## config.mk

```make
export PLATFORM = sky130hd
export DESIGN_NAME = fifo_push_arbiter_flat
export DESIGN_NICKNAME = d
export VERILOG_FILES = /design/src/rtl/fifo_push_arbiter_if.sv /design/src/rtl/fifo_push_arbiter.sv /design/src/flat_wrapper.sv
export SDC_FILE = /design/constraint.sdc
export NUM_CORES = 1
export LEC_CHECK = 0
export CAP_MARGIN = 20
export CELL_PAD_IN_SITES_DETAIL_PLACEMENT = 0
export CELL_PAD_IN_SITES_GLOBAL_PLACEMENT = 2
export CORE_ASPECT_RATIO = 0.6
export CORE_UTILIZATION = 17
export DETAILED_ROUTE_END_ITERATION = 10
export GPL_TIMING_DRIVEN = 0
export HOLD_SLACK_MARGIN = 0.08
export PLACE_DENSITY = 0.92
export REMOVE_ABC_BUFFERS = 1
export SETUP_SLACK_MARGIN = 0.3
export SKIP_CTS_REPAIR_TIMING = 1
export SYNTH_ARGS = -nofsm -noshare
export SYNTH_HDL_FRONTEND = slang
export SYNTH_SLANG_ARGS = --single-unit
```

## constraint.sdc

```tcl
create_clock -name clk -period 4.5 [get_ports clk]
set_clock_uncertainty 0.1 [all_clocks]
set_input_delay 0.9 -clock clk [delete_from_list [all_inputs] [get_ports clk]]
set_output_delay 0.9 -clock clk [all_outputs]
set_load 0.01 [all_outputs]
```

## src/rtl/fifo_push_arbiter_if.sv

```systemverilog
// fifo_push_arbiter_if: source request/byte lanes plus FIFO write-side signals.
// The master modport belongs to the sources and FIFO; the slave modport belongs to the arbiter.
interface fifo_push_arbiter_if #(parameter int N_REQ = 4);
    logic [N_REQ-1:0]   req;
    logic [N_REQ-1:0]   req_valid;
    logic [N_REQ-1:0]   req_last;
    logic [8*N_REQ-1:0] req_data;
    logic [N_REQ-1:0]   req_ready;
    logic [N_REQ-1:0]   gnt;
    logic               fifo_full;
    logic               fifo_push;
    logic [7:0]         fifo_wdata;
    logic               busy;
    logic               abort;

    modport master (
        output req, req_valid, req_last, req_data, fifo_full,
        input  req_ready, gnt, fifo_push, fifo_wdata, busy, abort
    );

    modport slave (
        input  req, req_valid, req_last, req_data, fifo_full,
        output req_ready, gnt, fifo_push, fifo_wdata, busy, abort
    );
endinterface

```

## src/rtl/fifo_push_arbiter.sv

```systemverilog
// fifo_push_arbiter: round-robin, packet-locked sharing of one FIFO push port among N_REQ sources.
// Define ARB_TIMEOUT_EN to release a grant stalled for TIMEOUT cycles, pulsing abort.
module fifo_push_arbiter #(
    parameter int N_REQ   = 4,
    parameter int TIMEOUT = 255
) (
    input  logic                clk,
    input  logic                rst_n,
    fifo_push_arbiter_if.slave  bus
);
    localparam int IW = $clog2(N_REQ);

    typedef enum logic {IDLE, GRANT} state_t;

    state_t           r_state, w_next;
    logic [N_REQ-1:0] r_gnt;
    logic [IW-1:0]    r_idx, r_last, w_pick, w_cand;
    logic             w_any, w_valid, w_last, w_push, w_to, w_end;
    logic [7:0]       w_data;

    if (N_REQ < 2 || N_REQ > 8 || TIMEOUT < 1 || TIMEOUT > 65535) begin : g_bad_param
        $error("fifo_push_arbiter: parameter out of range");
    end

    // Descending scan so the nearest requester after r_last is the one kept.
    always_comb begin
        w_pick = r_last;
        w_cand = '0;
        w_any  = 1'b0;
        for (int i = N_REQ; i >= 1; i--) begin
            w_cand = IW'((int'(r_last) + i) % N_REQ);
            if (bus.req[w_cand]) begin
                w_pick = w_cand;
                w_any  = 1'b1;
            end
        end
    end

    always_comb begin
        w_data = '0;
        for (int i = 0; i < N_REQ; i++)
            if (r_gnt[i]) w_data = bus.req_data[8*i +: 8];
    end

    assign w_valid = |(bus.req_valid & r_gnt);
    assign w_last  = |(bus.req_last & r_gnt);
    assign w_push  = w_valid & ~bus.fifo_full & ~w_to;
    assign w_end   = (w_push & w_last) | w_to;
    assign w_next  = (r_state == IDLE) ? (w_any ? GRANT : IDLE) : (w_end ? IDLE : GRANT);

    assign bus.req_ready  = r_gnt & {N_REQ{~bus.fifo_full & ~w_to}};
    assign bus.gnt        = r_gnt;
    assign bus.fifo_push  = w_push;
    assign bus.fifo_wdata = w_data;
    assign bus.busy       = (r_state == GRANT);

    always_ff @(posedge clk or negedge rst_n) begin
        if (!rst_n) begin
            r_state <= IDLE;
            r_gnt   <= '0;
            r_idx   <= '0;
            r_last  <= IW'(N_REQ - 1);
        end else begin
            r_state <= w_next;
            if (r_state == IDLE && w_any) begin
                r_gnt <= {{(N_REQ-1){1'b0}}, 1'b1} << w_pick;
                r_idx <= w_pick;
            end else if (r_state == GRANT && w_end) begin
                r_gnt  <= '0;
                r_last <= r_idx;
            end
        end
    end

`ifdef ARB_TIMEOUT_EN
    logic [15:0] r_cnt;
    logic        r_abort;

    assign w_to      = (r_state == GRANT) && (r_cnt == 16'(TIMEOUT));
    assign bus.abort = r_abort;

    // Cleared while idle, so every grant starts counting from zero.
    always_ff @(posedge clk or negedge rst_n) begin
        if (!rst_n) begin
            r_cnt   <= '0;
            r_abort <= 1'b0;
        end else begin
            r_cnt   <= (r_state == GRANT && !w_push) ? r_cnt + 16'd1 : 16'd0;
            r_abort <= w_to;
        end
    end
`else
    assign w_to      = 1'b0;
    assign bus.abort = 1'b0;
`endif
endmodule

```

## src/flat_wrapper.sv

```systemverilog
// flat-port wrapper written by rule: the top's interface ports become plain ports
module fifo_push_arbiter_flat 
#(
    parameter int N_REQ   = 4,
    parameter int TIMEOUT = 255
)
  (clk, rst_n, bus_req, bus_req_valid, bus_req_last, bus_req_data, bus_fifo_full, bus_req_ready, bus_gnt, bus_fifo_push, bus_fifo_wdata, bus_busy, bus_abort);
  fifo_push_arbiter_if #(.N_REQ(N_REQ)) bus_i ();
  input  logic clk;
  input  logic rst_n;
  input wire logic [$bits(bus_i.req)-1:0] bus_req;
  input wire logic [$bits(bus_i.req_valid)-1:0] bus_req_valid;
  input wire logic [$bits(bus_i.req_last)-1:0] bus_req_last;
  input wire logic [$bits(bus_i.req_data)-1:0] bus_req_data;
  input wire logic [$bits(bus_i.fifo_full)-1:0] bus_fifo_full;
  output wire logic [$bits(bus_i.req_ready)-1:0] bus_req_ready;
  output wire logic [$bits(bus_i.gnt)-1:0] bus_gnt;
  output wire logic [$bits(bus_i.fifo_push)-1:0] bus_fifo_push;
  output wire logic [$bits(bus_i.fifo_wdata)-1:0] bus_fifo_wdata;
  output wire logic [$bits(bus_i.busy)-1:0] bus_busy;
  output wire logic [$bits(bus_i.abort)-1:0] bus_abort;
  assign bus_i.req = bus_req;
  assign bus_i.req_valid = bus_req_valid;
  assign bus_i.req_last = bus_req_last;
  assign bus_i.req_data = bus_req_data;
  assign bus_i.fifo_full = bus_fifo_full;
  assign bus_req_ready = bus_i.req_ready;
  assign bus_gnt = bus_i.gnt;
  assign bus_fifo_push = bus_i.fifo_push;
  assign bus_fifo_wdata = bus_i.fifo_wdata;
  assign bus_busy = bus_i.busy;
  assign bus_abort = bus_i.abort;
  fifo_push_arbiter #(.N_REQ(N_REQ), .TIMEOUT(TIMEOUT)) u_core (.clk(clk), .rst_n(rst_n), .bus(bus_i));
endmodule
```

==> results by group <==
Worst setup path
  • R2R setup slack: 2.56 ns
  • Endpoint type of the worst setup path: output port
  • Critical path type: input port to output port
  • Crit start category: input port
  • CP cell instances: clkdlybuf4s50_1, nand3b_1, a21oi_1, a21oi_1, o21ai_0, clkdlybuf4s50_1
  • R2R depth: 4
  • Worst R2R Start: u_core.bus.gnt[2]
  • Worst-path fanout max: 1
  • Crit. Startpoint: bus_req_data[6]
  • Critical path's top delay family: buffers and inverters
  • Slowest stage cell, crit path: clkdlybuf4s50_1
  • Critical Path AT: 2.40 ns
  • Buf+Inv Stages, Crit Path: 2
  • Reg-to-reg endpoint: u_core.r_last[0]
  • Slowest Stage Delay on Critical Path: 0.56 ns
  • Req. time, crit path: 3.50 ns

Floorplan
  • Core footprint: 4260 µm²
  • Io pins: 66
  • Row Count: 18
  • Die Y: 54.5 µm
  • Initial core utilization: 18.4%
  • Die width: 89.6 µm
  • Die Area: 4880 µm²

Routing
  • DR pass1 iterations: 4
  • Final ANT Viol Nets: 0
  • Wire per inst: 12.6 µm
  • Post-DR vias/cell: 4.49
  • Residual DRC count: 0
  • Initial drt markers: 71
  • Via count: 947
  • WL final: 2650 µm

Synth
  • #FFs+latches synth: 9
  • FFs w/ async S/R, synth: 100%
  • Synth Flop Type: dfrtp_1
  • Mapped Cells: 91
  • Number of synthesized flops with an enable pin: 0
  • Main area contributors after synthesis: dfrtp_1 (22%), nor2b_1 (9.6%), a221oi_1 (7.8%), dfstp_2 (6.7%), o31ai_1 (6.7%)
  • Share of the synthesized area in the top cell type: 22.4%
  • Synth Cell Area: 782 µm²
  • Register area share after synthesis: 29.1%
  • Distinct cells, synth: 31
  • Yosys top cell by area: dfrtp_1
  • Syn_area_per_cell: 8.59 µm²
  • Syn. warnings: 0

Global route
  • GRT Overall Usage: 10.7%
  • Initial antenna violation count: 0
  • Largest net degree at the start of global routing: 22
  • Gr ovfl total: 0
  • First-pass GRT wire length: 3880 µm
  • Number of global-route vias before repair: 829

Power and ir drop
  • Peak supply drop: 0.143 mV
  • Pleak: 0.527 nW
  • Pwr per Cell Area: 465 nW/µm²

Placed design
  • Post-DP Area: 1450 µm²
  • PortBufs: 64
  • Dpl ws: 1.09 ns
  • Gp weighted congestion: 0.816
  • Hpwl dp: 2130 µm

Finish
  • Util after Layout: 35.2%
  • Syn-to-layout area delta: 91.7%
  • Nets: 199
  • Fraction of layout cells with a size suffix above 1: 6.62%
  • Final Instance Area: 1500 µm²
  • Ant diodes: 0

Timing
  • PnR worst setup slack: 1.10 ns
  • Final Hold Fails: 0
  • RSZ-0062 raised after global routing: no
  • Final setup violation count: 0
  • Final Max Tran Viols: 0
  • Least-Margin Pin Slew: 0.613 ns
  • F_max: 0.294 GHz
  • Slew headroom: 59.1%
  • Fin crit share: 75.5%
  • Post-layout min period: 3.40 ns
  • TNS Setup: 0 ns

Hold path
  • Hold path start: u_core.r_idx[1]
  • Min-Delay Endpoint: u_core.r_idx[1]
  • Hold depth: 1
  • Worst Hold Class: flop to flop

Clock tree
  • H-tree Lvls: 1
  • Reg clk slew, reported paths: 0.04 ns
  • Root cell of the clock tree: clkbuf_8
  • TritonCTS clock tree: yes
  • Clk_lat worst skew: 0.23 ns
  • CTS max path bufs: 2
  • Sink Count: 9
  • CTS buffer count: 3

Status
  • Status: complete, no violations

Run
  • Max-Cap Viols: 0
[how the worst max path moves through the flow]
stage | end | slack (ns) | depth (start not counted)
finish | bus_fifo_wdata[6] | 1.10 | 6
global route | bus_fifo_wdata[6] | 0.95 | 6
global placement | bus_fifo_wdata[6] | 1.08 | 6
CTS | bus_fifo_wdata[6] | 1.08 | 6
detailed placement | bus_fifo_wdata[6] | 1.09 | 6
floorplan | bus_fifo_wdata[6] | 2.06 | 4
[worst reg2reg max path: cells and delay by family, from the launching register on]
family           cells  cell delay, ns
flip-flops           1            0.70
multiplexers         1            0.40
AO/OA/AOI/OAI        2            0.39
AND/OR/NAND/NOR      1            0.28
[registers in the layout, summed over array words and instances, names as in the netlist]
register and count:
u_core.r_idx 2, u_core.r_last 2, u_core.bus.busy 1, u_core.bus.gnt 4
[power by group]
| group | leakage [nW] | total, W | internal (W) | switching (W) |
|---|---|---|---|---|
| clock network | 0.0228 | 0.0000920 | 0.0000616 | 0.0000304 |
| registers | 0.108 | 0.000192 | 0.000118 | 0.0000735 |
| logic | 0.396 | 0.000414 | 0.000256 | 0.000158 |
[synth_stat cells (2+ instances only)]
cell type and count:
nand2_1 12, nor2b_1 12, a221oi_1 7, dfrtp_1 7
o31ai_1 7, a22oi_1 4, a32o_1 4, clkbuf_1 4
a21oi_1 3, a21o_1 2, buf_2 2, dfstp_2 2
mux2_1 2, nand2b_1 2, nand3b_1 2, nor2_1 2
nor3_1 2, o21ai_0 2
[through the flow]
stage | instances | total power (W) | hold slack, ns
final | 211 | 0.000698 | 0.365
after global routing | 211 | 0.000761 | 0.387
after CTS | 211 | 0.000705 | 0.371
after detailed placement | 207 | 0.000611 | 0.362
after global placement | 207 | 0.000601 | 0.352
after floorplan | 83 | 0.000376 | 0.342
[final cells by class]
type	count	area (µm²)
flip-flops and latches	9	228
well taps	60	75.1
fillers	425	2760
repair buffers	64	641
clock buffers	4	45.0
multi-input cells	74	510
[metal layers]
layer | vias up | wire (µm) | GRT usage, %
met1 | 440 | 1130 | 12.4
met4 | 0 | 0 | 1.59
met3 | 0 | 258 | 4.07
met5 | - | 0 | 0
li1 | 463 | - | -
met2 | 44 | 1270 | 19.2
[placed cells by master, fill, tap and decap left out, drive strengths merged, types with 2 or more instances in the layout]
cell / Yosys / routed
a21o: 2 / 2
a21oi: 4 / 4
a221oi: 7 / 7
a22oi: 4 / 4
a32o: 4 / 4
clkbuf: 4 / 4
clkdlybuf4s50: 0 / 64
dfrtp: 7 / 7
dfstp: 2 / 2
mux2: 2 / 2
nand2: 12 / 12
nand2b: 3 / 3
nand3b: 2 / 2
nor2: 2 / 2
nor2b: 13 / 13
nor3: 2 / 2
o21ai: 2 / 2
o31ai: 7 / 7
[logic make-up after synthesis]
group           after synthesis  share of synthesized area, %
flops                         9                          29.1
buf+inv                       8                          5.60
compound gates               32                          33.4
other cells                   1                         0.480
mux                           3                          4.16
simple gates                 38                          27.2
No activity file was read; power rests on OpenSTA's default activity.
